**config.mk**
```make
export PLATFORM = sky130hd
export DESIGN_NAME = gpi_ctrl
export DESIGN_NICKNAME = d
export VERILOG_FILES = /design/src/rtl/gpi_ctrl.sv
export SDC_FILE = /design/constraint.sdc
export NUM_CORES = 1
export LEC_CHECK = 0
export ABC_AREA = 1
export BUFFER_PORTS_ARGS = -buffer_cell sky130_fd_sc_hd__buf_2
export CORE_MARGIN = 1.5
export CORE_UTILIZATION = 30
export DETAILED_ROUTE_END_ITERATION = 16
export GPL_TIMING_DRIVEN = 0
export PLACE_DENSITY = 0.43
export SLEW_MARGIN = 5
export SYNTH_ARGS = -nofsm -noshare
export SYNTH_HDL_FRONTEND = slang
export SYNTH_SLANG_ARGS = --single-unit
```
**constraint.sdc**
```tcl
create_clock -name clk -period 2.24 [get_ports clk]
set_input_delay 0.56 -clock clk [delete_from_list [all_inputs] [get_ports clk]]
set_output_delay 0.56 -clock clk [all_outputs]
set_load 0.01 [all_outputs]
```
**src/rtl/gpi_ctrl.sv**
```systemverilog
// Debounced general-purpose input block: per-pin synchronizer, debounce counter,
// edge-selectable sticky event flags and a masked level interrupt behind a 4-register map.
module gpi_ctrl #(
  parameter int SYNC_STAGES     = 2,
  parameter int DEBOUNCE_CYCLES = 4
) (
  input  logic       clk,
  input  logic       reset_n,
  input  logic       rd_en,
  input  logic       wr_en,
  input  logic [1:0] addr,
  input  logic [7:0] data_in,
  output logic [7:0] data_out,
  input  logic [6:0] gpi_pins,
  output logic       irq
);

  localparam int         NUM_PINS = 7;
  localparam logic [7:0] CNT_LAST = 8'(DEBOUNCE_CYCLES - 1);

  localparam logic [1:0] ADDR_CTRL   = 2'd0;
  localparam logic [1:0] ADDR_EDGE   = 2'd1;
  localparam logic [1:0] ADDR_STATUS = 2'd2;
  localparam logic [1:0] ADDR_LEVEL  = 2'd3;

  logic [7:0]          ctrl;
  logic [NUM_PINS-1:0] edge_pol;
  logic [NUM_PINS-1:0] status;
  logic [NUM_PINS-1:0] status_next;
  logic [NUM_PINS-1:0] level;
  logic [NUM_PINS-1:0] level_next;
  logic [NUM_PINS-1:0] rise;
  logic [NUM_PINS-1:0] fall;
  logic [NUM_PINS-1:0] event_hit;
  logic [NUM_PINS-1:0] w1c;
  logic [NUM_PINS-1:0] sync_out;
  logic [NUM_PINS-1:0] sync_q [SYNC_STAGES];
  logic [7:0]          cnt [NUM_PINS];
  logic [7:0]          cnt_next [NUM_PINS];
  logic [7:0]          read_mux;
  logic                enable;

  assign enable   = ctrl[7];
  assign sync_out = sync_q[SYNC_STAGES-1];

  // Synchronizer chain keeps running while disabled so levels are clean at enable time.
  always_ff @(posedge clk) begin
    if (!reset_n) begin
      for (int s = 0; s < SYNC_STAGES; s++) sync_q[s] <= '0;
    end else begin
      sync_q[0] <= gpi_pins;
      for (int s = 1; s < SYNC_STAGES; s++) sync_q[s] <= sync_q[s-1];
    end
  end

  always_comb begin
    cnt_next   = cnt;
    level_next = level;
    rise       = '0;
    fall       = '0;
    for (int i = 0; i < NUM_PINS; i++) begin
      if (!enable) begin
        cnt_next[i]   = '0;
        level_next[i] = 1'b0;
      end else if (sync_out[i] != level[i]) begin
        if (cnt[i] == CNT_LAST) begin
          cnt_next[i]   = '0;
          level_next[i] = ~level[i];
          rise[i]       = ~level[i];
          fall[i]       = level[i];
        end else begin
          cnt_next[i] = cnt[i] + 8'd1;
        end
      end else begin
        cnt_next[i] = '0;
      end
    end
  end

  // A new event overrides a same-cycle write-1-to-clear of its flag.
  always_comb begin
    event_hit   = (rise & ~edge_pol) | (fall & edge_pol);
    w1c         = (wr_en && addr == ADDR_STATUS) ? data_in[NUM_PINS-1:0] : '0;
    status_next = (status & ~w1c) | event_hit;
  end

  always_ff @(posedge clk) begin
    if (!reset_n) begin
      level  <= '0;
      status <= '0;
      for (int i = 0; i < NUM_PINS; i++) cnt[i] <= '0;
    end else begin
      level  <= level_next;
      status <= status_next;
      for (int i = 0; i < NUM_PINS; i++) cnt[i] <= cnt_next[i];
    end
  end

  always_ff @(posedge clk) begin
    if (!reset_n) begin
      ctrl     <= '0;
      edge_pol <= '0;
    end else if (wr_en) begin
      if (addr == ADDR_CTRL) ctrl <= data_in;
      if (addr == ADDR_EDGE) edge_pol <= data_in[NUM_PINS-1:0];
    end
  end

  always_comb begin
    read_mux = '0;
    case (addr)
      ADDR_CTRL:   read_mux = ctrl;
      ADDR_EDGE:   read_mux = {1'b0, edge_pol};
      ADDR_STATUS: read_mux = {1'b0, status};
      ADDR_LEVEL:  read_mux = {1'b0, level};
      default:     read_mux = '0;
    endcase
  end

  // Read data samples pre-write register contents, so read+write returns the old value.
  always_ff @(posedge clk) begin
    if (!reset_n) data_out <= '0;
    else          data_out <= rd_en ? read_mux : 8'h00;
  end

  assign irq = enable & (|(status & ctrl[NUM_PINS-1:0]));

endmodule
```
==> impl_metrics.py, run 1 <==
metrics = {
    "layout": {
        "nNetsFinal": 713,
        "fin_util_pct": 35.0,
        "area_growth_syn_to_layout_pct": 14.9,
        "n_antenna_cell": 0,
        "fin_cells": 877,
        "drive_gt1_share_pct": 8.42,
        "fillerInstances": 1649,
    },
    "clock_tree": {
        "cts_resized": 0,
        "cts_hold_buffers": 0,
        "cts-root-buf": "clkbuf_16",
        "cts_buffers": 9,
        "cts.clk_slew.worst_paths_ns": 0.07,
        "cts.sinks": 107,
        "cts_setup_buffers": 0,
        "cts_buffer_depth": 2,
        "clock_latency_ns": 0.35,
        "cts_tree": "done",
        "h-tree-depth": 3,
    },
    "global_routing": {
        "grt_max_degree": 17,
        "grt_pass1_vias": 3575,
        "grt_usage_pct": 13.6,
        "grt_pass1_wl_um": 17100,
        "grt_antenna_before_repair": 0,
        "grt-ovfl-total": 0,
    },
    "detailed_routing": {
        "drtPass1Iterations": 4,
        "drc": 0,
        "vias_per_cell": 4.34,
        "drt_iter0_markers": 175,
        "via_count": 3804,
        "postRouteAntennaNets": 0,
        "drt-total-wl_um": 10100,
        "wl_per_cell_um": 11.5,
    },
    "die": {
        "rows": 45,
        "coreArea_sq_mm": 0.0151,
        "start_util_pct": 30.5,
        "ios": 30,
        "die_area_sq_mm": 0.0161,
        "die_y_um": 127,
        "die_x_um": 127,
    },
    "setup_path": {
        "required_ns": 1.68,
        "criticalPathCategory": "register to output pin",
        "cp-end-kind": "output pin",
        "cp-start-kind": "register",
        "critical_path.max_fanout": 10,
        "crit_arrival_ns": 1.30,
    },
    "logic_synthesis": {
        "ys_types": 26,
        "ys_seq_area_share_pct": 46.6,
        "netlist.area_leader.share_pct": 46.6,
        "synth_common_cells": "nand2_1, nor2_1, dfxtp_1, inv_1, o21ai_0",
        "netlist.top_cell.by_area": "dfxtp_1",
        "synth.cell_area_sq_mm": 0.00460,
        "synth.net_count": 674,
        "synth_edf_count": 0,
        "synthTopCellsByArea": "dfxtp_1, nand2_1, nor2_1",
        "yosysMostFrequentCell": "nand2_1",
        "ys.warnings.count": 0,
        "syn_area_per_cell_sq_um": 7.12,
        "yosys_register_bits": 107,
        "asyncSetResetFlopFracSynth_pct": 0,
        "synthFlopType": "dfxtp_1",
        "synth_cells": 646,
    },
    "timing": {
        "final_max_slew_viol_count": 0,
        "fin_worst_skew_ns": 0.00639,
        "hold_violations": 0,
        "period_needed_ns": 1.86,
        "max_freq_ghz": 0.539,
        "slew-limit-headroom_pct": 61.9,
        "tns_ns": 0,
        "finalSetupViolCount": 0,
        "rsz0062_at_grt": "false",
        "period_share_pct": 82.9,
        "worst_pin_slew_ns": 0.572,
    },
    "placement": {
        "gp_congestion": 0.760,
        "numPlacedInstances": 862,
        "hpwl_um": 7300,
        "io_buffers": 28,
    },
    "status": {
        "outcome": "finished, final reports clean",
    },
    "pwr": {
        "ir_drop_uv": 375,
        "fin_total_pwr_w": 0.00376,
        "p_per_area_mw_per_mm2": 713,
        "leakagePower_nw": 2.23,
    },
    "min_path": {
        "hold_path.class": "input port to register",
    },
    "job": {
        "cap_violations": 0,
    },
}
==> cell type report <==
type                    instances  area, sq um  share of cell area [%]
clock inverters                 5         78.8                    1.49
flip-flops and latches        107         2140                    40.6
well taps                     188          235                    4.45
repair buffers                 28          140                    2.65
plain buffers                   9         47.5                   0.900
clock buffers                  10          229                    4.34
inverters                      96          360                    6.82
multi-input cells             434         2050                    38.8
==> critical path, cell delays in order (launching register included) <==
cell     delay, ns
dfxtp_1       0.34
buf_2         0.28
o21a_1        0.19
buf_2         0.14
==> power breakdown <==
group | internal [W] | total [W] | leakage, nW | switching [W]
clock network | 0.000972 | 0.00167 | 0.152 | 0.000698
logic | 0.0000492 | 0.000146 | 1.21 | 0.0000970
registers | 0.00193 | 0.00195 | 0.867 | 0.0000167
==> cell families (layout without fill, tap and decap cells) <==
kind of cell / count (synthesis) / after routing / synth area share [%]
adder cells (fa/ha/maj): 7 / 7 / 1.90
AND/OR/NAND/NOR: 318 / 318 / 27.8
AO/OA/AOI/OAI: 78 / 78 / 8.98
buffers and inverters: 105 / 148 / 8.87
flip-flops: 107 / 107 / 46.6
XOR/XNOR: 31 / 31 / 5.90
==> state kept, by name, summed over array words and instances, names as in the netlist <==
register,count
status,7
data_out,8
sync_q,14
cnt,56
edge_pol,7
ctrl,8
level,7
==> per-stage QoR <==
stage,setup WS (ns),hold WS [ns],area [sq um]
floorplan,0.895,0.390,4600
global placement,0.387,0.394,4970
detailed placement,0.355,0.400,4970
CTS,0.371,0.373,5280
global route,0.331,0.389,5280
finish,0.384,0.390,5280
==> metal layers <==
metal,part of all wire (%),up-vias,track usage [%]
li1,-,2070,-
met1,52,1693,18.3
met2,43,35,20.9
met3,4.0,6,4.68
met4,1.2,0,3.81
met5,0,-,0
==> path summary, 6_finish.rpt <==
| path | start | end | slack [ns] | cells after the start |
|---|---|---|---|---|
| worst max-delay path | ctrl[7] | irq | 0.38 | 3 |
| worst min-delay path | gpi_pins[5] | sync_q[0][5] | 0.39 | 3 |
| worst max register to register | cnt[0] | cnt[5] | 0.71 | 8 |
| worst min register to register | sync_q[0][5] | sync_q[0][12] | 0.42 | 2 |
==> layout by cell type, fill, tap and decap left out, drive strengths merged, types with 3 or more instances in the layout <==
| cell | n |
|---|---|
| nor3 | 6 |
| buf | 35 |
| nand3 | 34 |
| nor2 | 128 |
| clkbuf | 12 |
| xor2 | 21 |
| xnor2 | 10 |
| ha | 7 |
| dfxtp | 107 |
| nand4 | 6 |
| inv | 96 |
| o21ai | 40 |
| a21oi | 28 |
| clkinv | 3 |
| nand2 | 141 |
| a31oi | 8 |
No activity file was read; power rests on OpenSTA's default activity.
==> run 2, diff against run 1 <==
--- a/config.mk
+++ b/config.mk
@@ -5,13 +5,13 @@
 export SDC_FILE = /design/constraint.sdc
 export NUM_CORES = 1
 export LEC_CHECK = 0
-export ABC_AREA = 1
+export ABC_AREA = 0
 export BUFFER_PORTS_ARGS = -buffer_cell sky130_fd_sc_hd__buf_2
 export CORE_MARGIN = 1.5
 export CORE_UTILIZATION = 30
 export DETAILED_ROUTE_END_ITERATION = 16
 export GPL_TIMING_DRIVEN = 0
-export PLACE_DENSITY = 0.43
+export PLACE_DENSITY = 0.45
 export SLEW_MARGIN = 5
 export SYNTH_ARGS = -nofsm -noshare
 export SYNTH_HDL_FRONTEND = slang
==> constraint.sdc (replaced) <==
create_clock -name clk -period 1.52 [get_ports clk]
set_input_delay 0.38 -clock clk [delete_from_list [all_inputs] [get_ports clk]]
set_output_delay 0.38 -clock clk [all_outputs]
set_load 0.01 [all_outputs]
==> run 2 against run 1 <==
Effect of this change: the run now ends with setup timing left; register-to-register slack got worse by 0.70 ns; routed wire length decreased by 1.6%; synthesized area increased by 0.63%; critical endpoint unchanged; critical path type unchanged; global-route usage decreased by 0.25 points; count of clock-buffer cells in the layout increased by 1; die area increased by 0.61%; worst hold slack got worse by 0.15 ns; cell count decreased by 19%; via count decreased by 7.6%; worst setup slack got worse by 0.64 ns; highest routed layer unchanged.
==> impl_metrics.py, run 2 <==
metrics = {
    "die": {
        "rows": 45,
        "coreArea_sq_mm": 0.0151,
        "die_x_um": 127,
        "start_util_pct": 30.5,
        "ios": 30,
        "die_y_um": 127,
        "die_area_sq_mm": 0.0162,
    },
    "layout": {
        "largest_registers": "cnt (56), sync_q (14)",
        "final_common_cell": "dfxtp_1",
        "drive_gt1_share_pct": 19.7,
        "fin_util_pct": 36.1,
        "fillerInstances": 1535,
        "area_growth_syn_to_layout_pct": 18.3,
        "fin_area_sq_mm": 0.00547,
        "top_register": "cnt",
        "final_cell_mix": "dfxtp_1, buf_2, nand3_1, o21ai_0, nor2_1",
        "largest_reg_flops": 56,
        "nNetsFinal": 548,
    },
    "clock_tree": {
        "cts_buffer_depth": 2,
        "cts.sinks": 107,
        "cts.clk_slew.worst_paths_ns": 0.07,
        "h-tree-depth": 3,
        "cts_buffers": 9,
        "cts_hold_buffers": 0,
        "cts_tree": "done",
        "clock_latency_ns": 0.35,
        "cts-root-buf": "clkbuf_16",
    },
    "setup_path": {
        "r2r-start": "cnt[0]",
        "critical_path.max_fanout": 2,
        "cp-start-kind": "register",
        "required_ns": 1.14,
        "cp-end-kind": "output pin",
        "crit_arrival_ns": 1.40,
        "criticalPathCategory": "register to output pin",
        "crit_start": "ctrl[3]",
    },
    "logic_synthesis": {
        "synth_edf_count": 0,
        "yosys_register_bits": 107,
        "synth_cells": 476,
        "ys_types": 56,
        "synth.cell_area_sq_mm": 0.00463,
        "synth.net_count": 504,
        "yosysMostFrequentCell": "dfxtp_1",
        "netlist.area_leader.share_pct": 46.3,
        "synthFlopType": "dfxtp_1",
        "syn_area_per_cell_sq_um": 9.72,
        "synth_common_cells": "dfxtp_1, nand3_1, o21ai_0, a21oi_1, nor2_1",
        "ys_seq_area_share_pct": 46.3,
        "asyncSetResetFlopFracSynth_pct": 0,
        "netlist.top_cell.by_area": "dfxtp_1",
        "ys.warnings.count": 0,
        "synthTopCellsByArea": "dfxtp_1, xor2_1, nand3_1",
    },
    "status": {
        "failed_checks": "setup timing",
        "outcome": "finished, violations left",
    },
    "timing": {
        "final_max_slew_viol_count": 0,
        "fin_worst_skew_ns": 0.00858,
        "hold_violations": 0,
        "rsz0062_at_grt": "true",
        "slew-limit-headroom_pct": 67.1,
        "max_freq_ghz": 0.562,
        "worst_pin_slew_ns": 0.493,
        "tns_ns": -0.259,
        "period_share_pct": 117,
        "period_needed_ns": 1.78,
        "whs_ns": 0.239,
        "worst_slack_ns": -0.259,
        "finalSetupViolCount": 1,
    },
    "detailed_routing": {
        "via_count": 3513,
        "drc": 0,
        "postRouteAntennaNets": 0,
        "drt_iter0_markers": 87,
        "vias_per_cell": 4.93,
        "wl_per_cell_um": 13.9,
        "drt-total-wl_um": 9930,
        "drtPass1Iterations": 5,
    },
    "min_path": {
        "hp-start": "gpi_pins[3]",
        "hold_path.class": "input port to register",
    },
    "placement": {
        "io_buffers": 28,
        "dpl_cell_area_sq_mm": 0.00500,
        "gp_congestion": 0.765,
        "hpwl_um": 7030,
    },
    "global_routing": {
        "grt_usage_pct": 13.4,
        "grt_max_degree": 16,
        "grt_pass1_wl_um": 16700,
        "grt_pass1_vias": 3358,
        "grt_antenna_before_repair": 0,
        "grt-ovfl-total": 0,
    },
    "job": {
        "cap_violations": 0,
    },
    "pwr": {
        "ir_drop_uv": 570,
        "p_per_area_mw_per_mm2": 994,
        "leakagePower_nw": 1.93,
    },
}
run 2: cell types whose count changed in the layout (fill, tap and decap cells not counted), moves of 11 or more:
cell | previous run | this run
nand2_1 | 140 | 22
or3_1 | 0 | 20
nor2_1 | 126 | 23
inv_1 | 92 | 14
o21ai_0 | 39 | 28
nor2b_1 | 0 | 16
and2_1 | 0 | 17
nor3b_1 | 0 | 12
mux2i_1 | 0 | 15
run 2: final timing paths:
check                        to  slack, ns  depth (start not counted)
setup / recovery            irq      -0.26                          3
hold / removal     sync_q[0][3]       0.24                          2
setup reg to reg         cnt[5]       0.01                          4
hold reg to reg   sync_q[0][13]       0.43                          1
run 2: area by class of cell:
class | count | area [sq um] | share of cell area, %
multi-input cells | 340 | 2460 | 45.0
well taps | 188 | 235 | 4.30
flip-flops and latches | 107 | 2160 | 39.5
diodes | 1 | 2.50 | 0.0457
clock inverters | 3 | 65.1 | 1.19
inverters | 14 | 52.6 | 0.960
plain buffers | 15 | 80.1 | 1.46
clock buffers | 11 | 233 | 4.25
repair buffers | 33 | 178 | 3.25
run 2: power by group:
part           internal, W  switching (W)  leakage [nW]
registers          0.00283      0.0000215         0.872
clock network      0.00142       0.000979         0.145
logic            0.0000863      0.0000970         0.913
run 2: what timing repair did:
item                                   CTS  global route
gates resized for setup                 19            16
setup endpoints to repair               27            29
pin swaps                                5             6
buffers inserted                         1             4
endpoints found under the hold margin    0             0
run 2: layer usage:
layer / up-vias / part of all wire (%) / GRT usage (%)
li1: 1818 / - / -
met1: 1643 / 50 / 17.8
met2: 48 / 44 / 20.6
met5: - / 0 / 0
met4: 0 / 1.0 / 4.21
met3: 4 / 4.7 / 4.61
run 2: logic make-up (layout without fill, tap and decap cells):
| logic type | Yosys count | in the layout | share of synthesized area, % |
|---|---|---|---|
| DFF | 107 | 107 | 46.3 |
| xor gates and xnor gates | 26 | 26 | 4.92 |
| other | 0 | 1 | 0 |
| AOI/OAI and AO/OA | 88 | 88 | 12.4 |
| and+or+nand+nor | 197 | 197 | 25.0 |
| muxes | 22 | 22 | 6.65 |
| adders and majority gates | 7 | 7 | 1.89 |
| buffers and inverters | 29 | 76 | 2.81 |
run 2: metrics by stage:
stage,cells,worst slack [ns],total power (W)
floorplan,476,0.0138,0.00302
global placement,692,-0.285,0.00310
detailed placement,692,-0.274,0.00310
CTS,707,-0.264,0.00555
global route,711,-0.301,0.00566
finish,712,-0.259,0.00544
run 2: worst max-delay path: stages (launching register included):
cell and delay (ns):
dfxtp_2 0.32, a222oi_1 0.40, a31oi_1 0.17, buf_2 0.17
==> run 3, diff against run 2 <==
--- a/config.mk
+++ b/config.mk
@@ -12,6 +12,7 @@
 export DETAILED_ROUTE_END_ITERATION = 16
 export GPL_TIMING_DRIVEN = 0
 export PLACE_DENSITY = 0.45
+export SKIP_CTS_REPAIR_TIMING = 1
 export SLEW_MARGIN = 5
 export SYNTH_ARGS = -nofsm -noshare
 export SYNTH_HDL_FRONTEND = slang
==> run 3 against run 2 <==
Effect of this change: the flow still finishes with violations (setup timing); via count is 0.34% higher; combinational power hardly changed; global-route usage is 0.091 points lower; clock power hardly changed; non-clock buffer count stayed put; sequential power hardly changed; design area is 0.25% lower; routed wire length is 0.34% higher; sequential share of layout area is 0.10 points higher; critical path type unchanged.
==> impl_metrics.py, run 3 (synthesized netlist as in run 2, its figures left out) <==
metrics = {
    "layout": {
        "drive_gt1_share_pct": 18.9,
        "final_common_cell": "dfxtp_1",
        "fillerInstances": 1535,
        "fin_area_sq_mm": 0.00546,
        "top_register": "cnt",
        "nNetsFinal": 548,
        "area_growth_syn_to_layout_pct": 18.0,
        "final_cell_mix": "dfxtp_1, buf_2, nand3_1, o21ai_0, nor2_1",
        "largest_reg_flops": 56,
        "largest_registers": "cnt (56), sync_q (14)",
        "fin_util_pct": 36.0,
    },
    "clock_tree": {
        "cts_buffers": 9,
        "clock_latency_ns": 0.35,
        "cts-root-buf": "clkbuf_16",
        "cts.sinks": 107,
        "h-tree-depth": 3,
        "cts_buffer_depth": 2,
        "cts.clk_slew.worst_paths_ns": 0.07,
        "cts_tree": "done",
    },
    "die": {
        "die_y_um": 127,
        "die_x_um": 127,
        "rows": 45,
        "coreArea_sq_mm": 0.0151,
        "start_util_pct": 30.5,
        "die_area_sq_mm": 0.0162,
        "ios": 30,
    },
    "detailed_routing": {
        "postRouteAntennaNets": 0,
        "wl_per_cell_um": 14.0,
        "drt_iter0_markers": 107,
        "vias_per_cell": 4.95,
        "drtPass1Iterations": 5,
        "drc": 0,
        "drt-total-wl_um": 9960,
        "via_count": 3525,
    },
    "global_routing": {
        "grt-ovfl-total": 0,
        "grt_usage_pct": 13.3,
        "grt_antenna_before_repair": 0,
        "grt_pass1_vias": 3345,
        "grt_max_degree": 16,
        "grt_pass1_wl_um": 16500,
    },
    "setup_path": {
        "criticalPathCategory": "register to output pin",
        "cp-end-kind": "output pin",
        "crit_arrival_ns": 1.40,
        "required_ns": 1.14,
        "critical_path.max_fanout": 2,
        "cp-start-kind": "register",
    },
    "pwr": {
        "pwr-share-seq_pct": 52.4,
        "leakagePower_nw": 1.93,
        "ir_drop_uv": 570,
        "switching_power_w": 0.00110,
        "clkPwrFrac_pct": 44.2,
        "combinationalPowerShare_pct": 3.4,
        "p_int_w": 0.00434,
        "switching_share_pct": 20.2,
        "p_per_area_mw_per_mm2": 996,
    },
    "status": {
        "failed_checks": "setup timing",
        "outcome": "finished, violations left",
    },
    "placement": {
        "hpwl_um": 7030,
        "io_buffers": 28,
        "gp_congestion": 0.765,
        "dpl_cell_area_sq_mm": 0.00500,
        "place_ws_ns": -0.274,
    },
    "timing": {
        "final_max_slew_viol_count": 0,
        "worst_pin_slew_ns": 0.494,
        "finalSetupViolCount": 1,
        "period_share_pct": 117,
        "hold_violations": 0,
        "max_freq_ghz": 0.561,
        "fin_worst_skew_ns": 0.00842,
        "whs_ns": 0.239,
        "slew-limit-headroom_pct": 67.1,
        "rsz0062_at_grt": "true",
        "worst_slack_ns": -0.263,
        "tns_ns": -0.263,
        "period_needed_ns": 1.78,
    },
    "min_path": {
        "hold_path.class": "input port to register",
    },
    "job": {
        "cap_violations": 0,
    },
}
-- run 3: final cells by class --
class                           count  area [sq um]  share of cell area [%]
Antenna cell                        1          2.50                  0.0459
Clock buffer                       11           233                    4.26
Buffer                             15          80.1                    1.47
Clock inverter                      3          65.1                    1.19
Sequential cell                   107          2160                    39.6
Timing Repair Buffer               33           178                    3.26
Inverter                           14          52.6                   0.963
Multi-Input combinational cell    340          2450                    44.9
Tap cell                          188           235                    4.31
-- run 3: power by group through the flow --
stage	Sequential (W)	Combinational, W	Clock (W)
after floorplan	0.00292	0.000109	0
after global placement	0.00292	0.000180	0
final	0.00285	0.000184	0.00240
after CTS	0.00286	0.000182	0.00251
after global routing	0.00285	0.000203	0.00261
after detailed placement	0.00292	0.000182	0
-- run 3: critical path, cell delays in order (launching register included) --
cell      delay (ns)
dfxtp_2         0.32
a222oi_1        0.40
a31oi_1         0.17
buf_2           0.17
-- run 3: path summary, 6_finish.rpt --
path / from / endpoint / slack, ns / cells past startpoint
setup / recovery: ctrl[3] / irq / -0.26 / 3
hold / removal: gpi_pins[3] / sync_q[0][3] / 0.24 / 2
setup reg to reg: cnt[0] / cnt[6] / 0.06 / 4
hold reg to reg: sync_q[0][6] / sync_q[0][13] / 0.43 / 1
-- run 3: per-stage QoR --
| stage | total power (W) | instances |
|---|---|---|
| 6_report | 0.00544 | 712 |
| 2_1_floorplan | 0.00302 | 476 |
| 3_3_place_gp | 0.00310 | 692 |
| 4_1_cts | 0.00555 | 706 |
| 5_1_grt | 0.00566 | 711 |
| 3_5_place_dp | 0.00310 | 692 |
-- run 3: routing by layer --
layer,part of all wire [%],track usage (%),vias to the layer above
li1,-,-,1816
met1,50,17.7,1662
met2,44,20.3,43
met3,4.8,4.61,4
met4,1.1,4.21,0
met5,0,0,-
